$ cat src/rtl/mac_stream_acc_if.sv
// Operand/result stream bundle for mac_stream_acc.
// master = producer of operands and consumer of results; slave = the engine.
interface mac_stream_acc_if #(
    parameter int DATA_W = 8,
    parameter int ACC_W  = 24,
    parameter int CNT_W  = 16
);
    logic                     in_valid;
    logic                     in_ready;
    logic signed [DATA_W-1:0] a;
    logic signed [DATA_W-1:0] b;
    logic                     last;
    logic                     out_valid;
    logic                     out_ready;
    logic signed [ACC_W-1:0]  out_data;
    logic [CNT_W-1:0]         out_len;
    logic                     out_ovf;

    modport master (
        output in_valid, a, b, last, out_ready,
        input  in_ready, out_valid, out_data, out_len, out_ovf
    );

    modport slave (
        input  in_valid, a, b, last, out_ready,
        output in_ready, out_valid, out_data, out_len, out_ovf
    );
endinterface

$ cat src/rtl/mac_stream_acc.sv
// Pipelined signed multiply-accumulate for streamed dot products.
// Pairs enter a MUL_STAGES-deep product pipeline; the tail feeds the accumulator,
// which closes a vector on 'last' and loads a single-entry result slot.
// A held result (out_valid & ~out_ready) freezes the whole engine.
module mac_stream_acc #(
    parameter int DATA_W     = 8,
    parameter int ACC_W      = 24,
    parameter int MUL_STAGES = 2,
    parameter bit SATURATE   = 1'b1,
    parameter int CNT_W      = 16
) (
    input  logic            clk,
    input  logic            rst_n,
    mac_stream_acc_if.slave bus
);
    localparam int PROD_W = 2 * DATA_W;

    localparam logic [0:0] ST_EMPTY = 1'b0;
    localparam logic [0:0] ST_ACCUM = 1'b1;

    localparam logic signed [ACC_W-1:0] ACC_MAX = {1'b0, {(ACC_W-1){1'b1}}};
    localparam logic signed [ACC_W-1:0] ACC_MIN = {1'b1, {(ACC_W-1){1'b0}}};

    if (ACC_W < PROD_W) begin : g_acc_w_check
        $error("mac_stream_acc: ACC_W must be >= 2*DATA_W");
    end
    if (MUL_STAGES < 1 || MUL_STAGES > 3) begin : g_stages_check
        $error("mac_stream_acc: MUL_STAGES must be 1..3");
    end

    logic                     stall;
    logic                     accept;
    logic signed [PROD_W-1:0] prod_now;

    logic [MUL_STAGES-1:0]              vld_pipe_q,  vld_pipe_d;
    logic [MUL_STAGES-1:0]              last_pipe_q, last_pipe_d;
    logic [MUL_STAGES-1:0][PROD_W-1:0]  prod_pipe_q, prod_pipe_d;

    logic [0:0]              state_q, state_d;
    logic signed [ACC_W-1:0] acc_q, acc_d;
    logic [CNT_W-1:0]        cnt_q, cnt_d;
    logic                    ovf_q, ovf_d;

    logic                    out_valid_q, out_valid_d;
    logic signed [ACC_W-1:0] out_data_q,  out_data_d;
    logic [CNT_W-1:0]        out_len_q,   out_len_d;
    logic                    out_ovf_q,   out_ovf_d;

    logic                     tail_vld;
    logic                     tail_last;
    logic signed [PROD_W-1:0] prod_tail;
    logic signed [ACC_W-1:0]  prod_ext;
    logic signed [ACC_W-1:0]  acc_base;
    logic signed [ACC_W-1:0]  sum_raw;
    logic signed [ACC_W-1:0]  sum;
    logic                     ovf_now;

    assign stall        = out_valid_q & ~bus.out_ready;
    assign accept       = bus.in_valid & ~stall;
    assign bus.in_ready = ~stall;

    // Full-width product: both operands widened before the multiply so nothing is lost.
    assign prod_now = PROD_W'(bus.a) * PROD_W'(bus.b);

    assign tail_vld  = vld_pipe_q[MUL_STAGES-1];
    assign tail_last = last_pipe_q[MUL_STAGES-1];
    assign prod_tail = prod_pipe_q[MUL_STAGES-1];
    assign prod_ext  = ACC_W'(prod_tail);

    // Product pipeline: shift one stage per non-stalled edge, hold otherwise.
    always_comb begin
        vld_pipe_d  = vld_pipe_q;
        last_pipe_d = last_pipe_q;
        prod_pipe_d = prod_pipe_q;
        if (!stall) begin
            vld_pipe_d[0]  = accept;
            last_pipe_d[0] = bus.last;
            prod_pipe_d[0] = prod_now;
            for (int i = 1; i < MUL_STAGES; i++) begin
                vld_pipe_d[i]  = vld_pipe_q[i-1];
                last_pipe_d[i] = last_pipe_q[i-1];
                prod_pipe_d[i] = prod_pipe_q[i-1];
            end
        end
    end

    // Adder with signed-overflow detect; clamp toward the sign of the addends when saturating.
    always_comb begin
        acc_base = (state_q == ST_ACCUM) ? acc_q : '0;
        sum_raw  = acc_base + prod_ext;
        ovf_now  = (acc_base[ACC_W-1] == prod_ext[ACC_W-1]) &&
                   (sum_raw[ACC_W-1] != acc_base[ACC_W-1]);
        sum      = sum_raw;
        if (SATURATE && ovf_now) begin
            sum = acc_base[ACC_W-1] ? ACC_MIN : ACC_MAX;
        end
    end

    // Accumulator FSM and result slot; a loading result beats a same-edge drain.
    always_comb begin
        state_d     = state_q;
        acc_d       = acc_q;
        cnt_d       = cnt_q;
        ovf_d       = ovf_q;
        out_valid_d = out_valid_q;
        out_data_d  = out_data_q;
        out_len_d   = out_len_q;
        out_ovf_d   = out_ovf_q;
        if (!stall) begin
            if (out_valid_q && bus.out_ready) begin
                out_valid_d = 1'b0;
            end
            if (tail_vld) begin
                if (tail_last) begin
                    out_valid_d = 1'b1;
                    out_data_d  = sum;
                    out_len_d   = cnt_q + CNT_W'(1);
                    out_ovf_d   = ovf_q | ovf_now;
                    state_d     = ST_EMPTY;
                    acc_d       = '0;
                    cnt_d       = '0;
                    ovf_d       = 1'b0;
                end else begin
                    state_d = ST_ACCUM;
                    acc_d   = sum;
                    cnt_d   = cnt_q + CNT_W'(1);
                    ovf_d   = ovf_q | ovf_now;
                end
            end
        end
    end

    // State registers; reset drops the partial sum and every in-flight pair.
    always_ff @(posedge clk or negedge rst_n) begin
        if (!rst_n) begin
            vld_pipe_q  <= '0;
            last_pipe_q <= '0;
            prod_pipe_q <= '0;
            state_q     <= ST_EMPTY;
            acc_q       <= '0;
            cnt_q       <= '0;
            ovf_q       <= 1'b0;
            out_valid_q <= 1'b0;
            out_data_q  <= '0;
            out_len_q   <= '0;
            out_ovf_q   <= 1'b0;
        end else begin
            vld_pipe_q  <= vld_pipe_d;
            last_pipe_q <= last_pipe_d;
            prod_pipe_q <= prod_pipe_d;
            state_q     <= state_d;
            acc_q       <= acc_d;
            cnt_q       <= cnt_d;
            ovf_q       <= ovf_d;
            out_valid_q <= out_valid_d;
            out_data_q  <= out_data_d;
            out_len_q   <= out_len_d;
            out_ovf_q   <= out_ovf_d;
        end
    end

    assign bus.out_valid = out_valid_q;
    assign bus.out_data  = out_data_q;
    assign bus.out_len   = out_len_q;
    assign bus.out_ovf   = out_ovf_q;
endmodule

$ cat src/flat_wrapper.sv
// flat-port wrapper written by rule: the top's interface ports become plain ports
module mac_stream_acc_flat 
#(
    parameter int DATA_W     = 8,
    parameter int ACC_W      = 24,
    parameter int MUL_STAGES = 2,
    parameter bit SATURATE   = 1'b1,
    parameter int CNT_W      = 16
)
  (clk, rst_n, bus_in_valid, bus_a, bus_b, bus_last, bus_out_ready, bus_in_ready, bus_out_valid, bus_out_data, bus_out_len, bus_out_ovf);
  mac_stream_acc_if #(.DATA_W(DATA_W), .ACC_W(ACC_W), .CNT_W(CNT_W)) bus_i ();
  input  logic clk;
  input  logic rst_n;
  input wire logic [$bits(bus_i.in_valid)-1:0] bus_in_valid;
  input wire logic [$bits(bus_i.a)-1:0] bus_a;
  input wire logic [$bits(bus_i.b)-1:0] bus_b;
  input wire logic [$bits(bus_i.last)-1:0] bus_last;
  input wire logic [$bits(bus_i.out_ready)-1:0] bus_out_ready;
  output wire logic [$bits(bus_i.in_ready)-1:0] bus_in_ready;
  output wire logic [$bits(bus_i.out_valid)-1:0] bus_out_valid;
  output wire logic [$bits(bus_i.out_data)-1:0] bus_out_data;
  output wire logic [$bits(bus_i.out_len)-1:0] bus_out_len;
  output wire logic [$bits(bus_i.out_ovf)-1:0] bus_out_ovf;
  assign bus_i.in_valid = bus_in_valid;
  assign bus_i.a = bus_a;
  assign bus_i.b = bus_b;
  assign bus_i.last = bus_last;
  assign bus_i.out_ready = bus_out_ready;
  assign bus_in_ready = bus_i.in_ready;
  assign bus_out_valid = bus_i.out_valid;
  assign bus_out_data = bus_i.out_data;
  assign bus_out_len = bus_i.out_len;
  assign bus_out_ovf = bus_i.out_ovf;
  mac_stream_acc #(.DATA_W(DATA_W), .ACC_W(ACC_W), .MUL_STAGES(MUL_STAGES), .SATURATE(SATURATE), .CNT_W(CNT_W)) u_core (.clk(clk), .rst_n(rst_n), .bus(bus_i));
endmodule
$ cat config.mk
export PLATFORM = sky130hd
export DESIGN_NAME = mac_stream_acc_flat
export DESIGN_NICKNAME = d
export VERILOG_FILES = /design/src/rtl/mac_stream_acc_if.sv /design/src/rtl/mac_stream_acc.sv /design/src/flat_wrapper.sv
export SDC_FILE = /design/constraint.sdc
export NUM_CORES = 1
export LEC_CHECK = 0
export BUFFER_PORTS_ARGS = -buffer_cell sky130_fd_sc_hd__clkbuf_2
export CAP_MARGIN = 10
export CORE_AREA = 2 2 147 106
export CTS_CLUSTER_SIZE = 8
export DETAILED_ROUTE_END_ITERATION = 8
export DIE_AREA = 0 0 149 108
export MAX_ROUTING_LAYER = met4
export PLACE_DENSITY = 0.83
export SETUP_SLACK_MARGIN = 0.02
export SYNTH_ARGS = -nofsm -noshare
export SYNTH_HDL_FRONTEND = slang
export SYNTH_SLANG_ARGS = --single-unit
$ cat constraint.sdc
create_clock -name clk -period 7.9 [get_ports clk]
set_input_delay 1.185 -clock clk [delete_from_list [all_inputs] [get_ports clk]]
set_output_delay 1.185 -clock clk [all_outputs]
set_load 0.01 [all_outputs]
-- After elaboration in Yosys (flattened, before gate mapping)
Index checks and enable logic that the tools add are counted.
- muxes and demuxes: 10
- bitwise operators: 5
- reductions and logical operators: 4
- multiply operators: 1
- $add $sub $neg: 2
- eq/ne operators: 2
- operator list (operator ; number):
    2-to-1 mux 24 bit ; 4
    adder 24 x 16 -> 24 bit ; 1
    adder 16 x 1 -> 16 bit (second input constant) ; 1
    multiplier 8 x 8 -> 16 bit ; 1
    2-to-1 mux 16 bit ; 1
    2-to-1 mux 1 bit ; 5
    AND reduction 3 bit ; 1
    bitwise AND 1 bit ; 2
    logical AND 1 bit ; 2
    NOT 1 bit ; 2
    AND reduction 2 bit ; 1
    equality test 1 bit ; 1
    != test 1 bit ; 1
    OR 1 bit ; 1
- output and inout port bits: 43
- flip-flop bits (word level): 120
- input port bits: 21
- word-level logic and storage cells: 36

-- Logic depth before layout (Yosys ltp)
- word-level depth: 6
- mapped depth: 18

-- Least setup slack after synthesis
Ideal clock, no wire load.
- path kind: input to register
- from: in bus_b[4]
- to: reg u_core.prod_pipe_q[14] in the netlist's numbering
- library setup time: 0.069 ns
- arrival time: 4.938 ns
- path slack: 2.893 ns
- stages: 17
- required time: 7.831 ns
- cell sequence: and2_1 -> fa_1 -> inv_1 -> fa_1 -> inv_1 -> fa_1 -> inv_1 -> fa_1 -> inv_1 -> ha_1 -> o21ai_0 -> a21oi_1 -> o21ai_0 -> a21oi_1 -> o211ai_1 -> a2111o_1 -> nand3_1
- longest elaborated chain between the ends: 1
- ends and longest elaborated chain (element ; line ; source):
    from (decl) ; flat_wrapper.sv:16 ; input wire logic [$bits(bus_i.b)-1:0] bus_b;
    multiplier 8 x 8 -> 16 bit ; mac_stream_acc.sv:63 ; assign prod_now = PROD_W'(bus.a) * PROD_W'(bus.b);
    to (signal assigned) ; mac_stream_acc.sv:150 ; prod_pipe_q <= prod_pipe_d;
    to (decl) ; mac_stream_acc.sv:37 ; logic [MUL_STAGES-1:0][PROD_W-1:0] prod_pipe_q, prod_pipe_d;
No other way between the ends.
A chain may end at the register's enable or synchronous reset.

-- Worst setup path in the final report
Same ends and word-level chain as after synthesis.

==> flow_metrics.env <==
export IMPL_comb_power_share_pct=54.8
export IMPL_die_w_um=149
export IMPL_yosysTopAreaCell="dfrtp_1"
export IMPL_clockBufferDepth=2
export IMPL_tns_ns=0
export IMPL_worstHoldPathType="register to register"
export IMPL_rows=37
export IMPL_yosys_cell_types_count=56
export IMPL_power_uw=3860
export IMPL_startpoint_type="primary input"
export IMPL_post_cts_buffers=0
export IMPL_p_sw_share_pct=43.7
export IMPL_grt_overflow=0
export IMPL_firstDrtPassIters=7
export IMPL_wl_per_cell_um=14.4
export IMPL_setup_ws_ns=2.87
export IMPL_areaGrowthSynthToFinish_pct=11.6
export IMPL_period_needed_ns=5.03
export IMPL_hold_violations=0
export IMPL_drive_above_1_share_pct=10.8
export IMPL_slowest_stage="fa_1"
export IMPL_grt_pass1_vias=6600
export IMPL_p_leak_uw=0.00481
export IMPL_cts_hold_buf=0
export IMPL_ff2ff_path_depth=10
export IMPL_power_density_mw_per_mm2=397
export IMPL_fin_worst_skew_ns=0.00787
export IMPL_clock_root_buffer="clkbuf_16"
export IMPL_drt_initial_drc_count=471
export IMPL_worstSkewPairLatency_ns=0.41
export IMPL_place_congestion=0.910
export IMPL_cp_required_ns=8.24
export IMPL_synth_avg_cell_area_sq_um=8.94
export IMPL_fmax_mhz=199
export IMPL_dp_hpwl_um=12900
export IMPL_run_status="finished, final reports clean"
export IMPL_synth_commonest_cells="188 x nand2_1, 120 x dfrtp_1, 97 x inv_1, 70 x and2_1, 60 x o21ai_0"
export IMPL_synth_seq_area_share_pct=34.5
export IMPL_yosysMostFrequentCell="nand2_1"
export IMPL_final_max_slew_viol_count=0
export IMPL_clockPowerShare_pct=19.2
export IMPL_synth_top_area_share_pct=34.5
export IMPL_synth_area_sq_mm=0.00870
export IMPL_peakVddDrop_mv=0.222
export IMPL_power_internal_uw=2170
export IMPL_cp_max_fo=8
export IMPL_synth_fp_nets=1104
export IMPL_clock_sinks=120
export IMPL_hold_depth=2
export IMPL_cts_buffers_inserted=17
export IMPL_grt_first_pass_wirelength_um=31600
export IMPL_final_util_pct=66.8
export IMPL_yosys_warnings=0
export IMPL_vias=6757
export IMPL_core_area_sq_mm=0.0145
export IMPL_fp_dieArea_sq_mm=0.0161
export IMPL_power_switching_uw=1690
export IMPL_post_place_ws_ns=2.47
export IMPL_cp_arrival_ns=5.37
export IMPL_cts_resized=0
export IMPL_num_io_pins=64
export IMPL_finalWirelength_um=17700
export IMPL_cp_end_kind="register"
export IMPL_path_cells="clkbuf_2, and2_1, fa_1, inv_1, fa_1, inv_1, fa_1, inv_1, fa_1, inv_1, ha_1, o21ai_0, a21oi_1, o21ai_0, a21oi_1, o211ai_1, a2111o_1, nand3_1"
export IMPL_syn_inst=974
export IMPL_cts_tree="yes"
export IMPL_rsz0062_at_grt="false"
export IMPL_drv_cap=0
export IMPL_drcViolationCount=0
export IMPL_synthTopCellsByArea="dfrtp_1 34%, fa_1 13%, nand2_1 8.1%, ha_1 7.6%, and2_1 5.0%"
export IMPL_slew_headroom_pct=28.3
export IMPL_max_slew_worst_pin_slew_ns=1.07
export IMPL_start_util_pct=59.9
export IMPL_num_antenna_cells=0
export IMPL_fin_nets=1155
export IMPL_antenna_found_initial=0
export IMPL_post_route_period_util_pct=63.7
export IMPL_setup_viol=0
export IMPL_synth_flop_cell="dfrtp_1"
export IMPL_htreeDepth=4
export IMPL_via_per_inst=5.48
export IMPL_grt_max_degree=81
export IMPL_path_clk_slew_ns=0.05
export IMPL_crit_type="primary input to register"
export IMPL_synth_edf_count=0
export IMPL_drtAntennaViolNets=0
export IMPL_synthArstFlopShare_pct=100
export IMPL_die_y_um=108
export IMPL_track_usage_pct=25.1
export IMPL_max_stage_delay_ns=0.53
export IMPL_io_buffers=63
export IMPL_p_seq_share_pct=26.0
export IMPL_ys_ff_latch=120
==> routing by layer <==
| metal | track usage (%) | up-vias | routed length (um) |
|---|---|---|---|
| met1 | 37.7 | 3259 | 8950 |
| met2 | 36.5 | 162 | 7790 |
| li1 | - | 3325 | - |
| met4 | 5.03 | 0 | 108 |
| met3 | 3.88 | 11 | 879 |
| met5 | - | - | 0 |
==> critical path, delay by kind of cell <==
kind	cells	cell delay [ns]
adders and majority gates	5	2.34
and+or+nand+nor	2	0.27
AOI/OAI and AO/OA	6	1.22
buffers and inverters	5	0.35
==> layout make-up <==
type                    count  area, sq um
well taps                 195          244
clock buffers              22          464
flip-flops and latches    120         3000
repair buffers             67          348
multi-input cells         722         5190
clock inverters             9          100
inverters                  97          364
fillers                  1157         4820
==> stage by stage <==
stage / hold slack [ns] / area [sq um] / std cells
floorplan: 0.439 / 8700 / 974
global placement: 0.450 / 9150 / 1201
detailed placement: 0.456 / 9150 / 1201
CTS: 0.468 / 9710 / 1232
global route: 0.484 / 9710 / 1232
finish: 0.465 / 9710 / 1232
==> logic make-up (layout without fill, tap and decap cells) <==
family                     count (synthesis)  in the layout  synth area share [%]
AOI/OAI and AO/OA                        205            205                  14.9
DFF                                      120            120                  34.5
buffers and inverters                    132            195                  5.92
and+or+nand+nor                          360            360                  19.2
xor gates and xnor gates                  44             44                  4.43
adders and majority gates                109            109                  20.5
muxes                                      4              4                 0.503
==> flip-flops by register name, indices dropped and copies added (netlist names) <==
register / cells
u_core.prod_pipe_q: 16
u_core.ovf_q: 1
u_core.vld_pipe_q: 2
u_core.prod_tail: 16
u_core.bus.out_valid: 1
u_core.bus.out_ovf: 1
u_core.acc_q: 24
u_core.last_pipe_q: 2
u_core.state_q: 1
u_core.bus.out_len: 16
u_core.cnt_q: 16
u_core.bus.out_data: 24
==> power by group through the flow <==
stage	logic [uW]	clock network, uW	registers (uW)
final	2110	741	1000
after global routing	2410	780	1030
after CTS	2110	750	1000
after detailed placement	2090	0	1010
after global placement	2040	0	1000
after floorplan	1630	0	974
==> worst paths after layout <==
| check | from | to | slack (ns) |
|---|---|---|---|
| worst min register to register | u_core.prod_pipe_q[3]$_DFFE_PN0N_ | u_core.prod_pipe_q[3]$_DFFE_PN0N_ | 0.47 |
| worst max register to register | u_core.state_q$_DFFE_PN0P_ | u_core.acc_q[16]$_DFFE_PN0P_ | 3.73 |
| worst min-delay path | u_core.prod_pipe_q[3]$_DFFE_PN0N_ | u_core.prod_pipe_q[3]$_DFFE_PN0N_ | 0.47 |
| max in group asynchronous | rst_n | u_core.bus.out_len[2]$_DFFE_PN0P_ | 5.81 |
| min in group asynchronous | rst_n | u_core.acc_q[1]$_DFFE_PN0P_ | 0.75 |
| worst max-delay path | bus_b[4] | u_core.prod_pipe_q[14]$_DFFE_PN0N_ | 2.87 |
==> cell usage in the layout, fill, tap and decap left out, drive strengths merged, types with 3 or more instances in the layout <==
master	count
a31o	4
nand2	188
nand3	14
o31ai	9
o21ai	94
a41o	3
inv	97
a211oi	5
and3	11
a21o	14
mux2	3
fa	56
and2	70
a21oi	35
o21bai	6
o211ai	4
xnor2	32
nand2b	5
clkbuf	84
nor2	41
nor2b	10
buf	5
a22o	9
a31oi	6
o21a	5
clkinv	5
nor3	9
ha	53
dfrtp	120
xor2	12
Power figures use the tool's default switching activity.
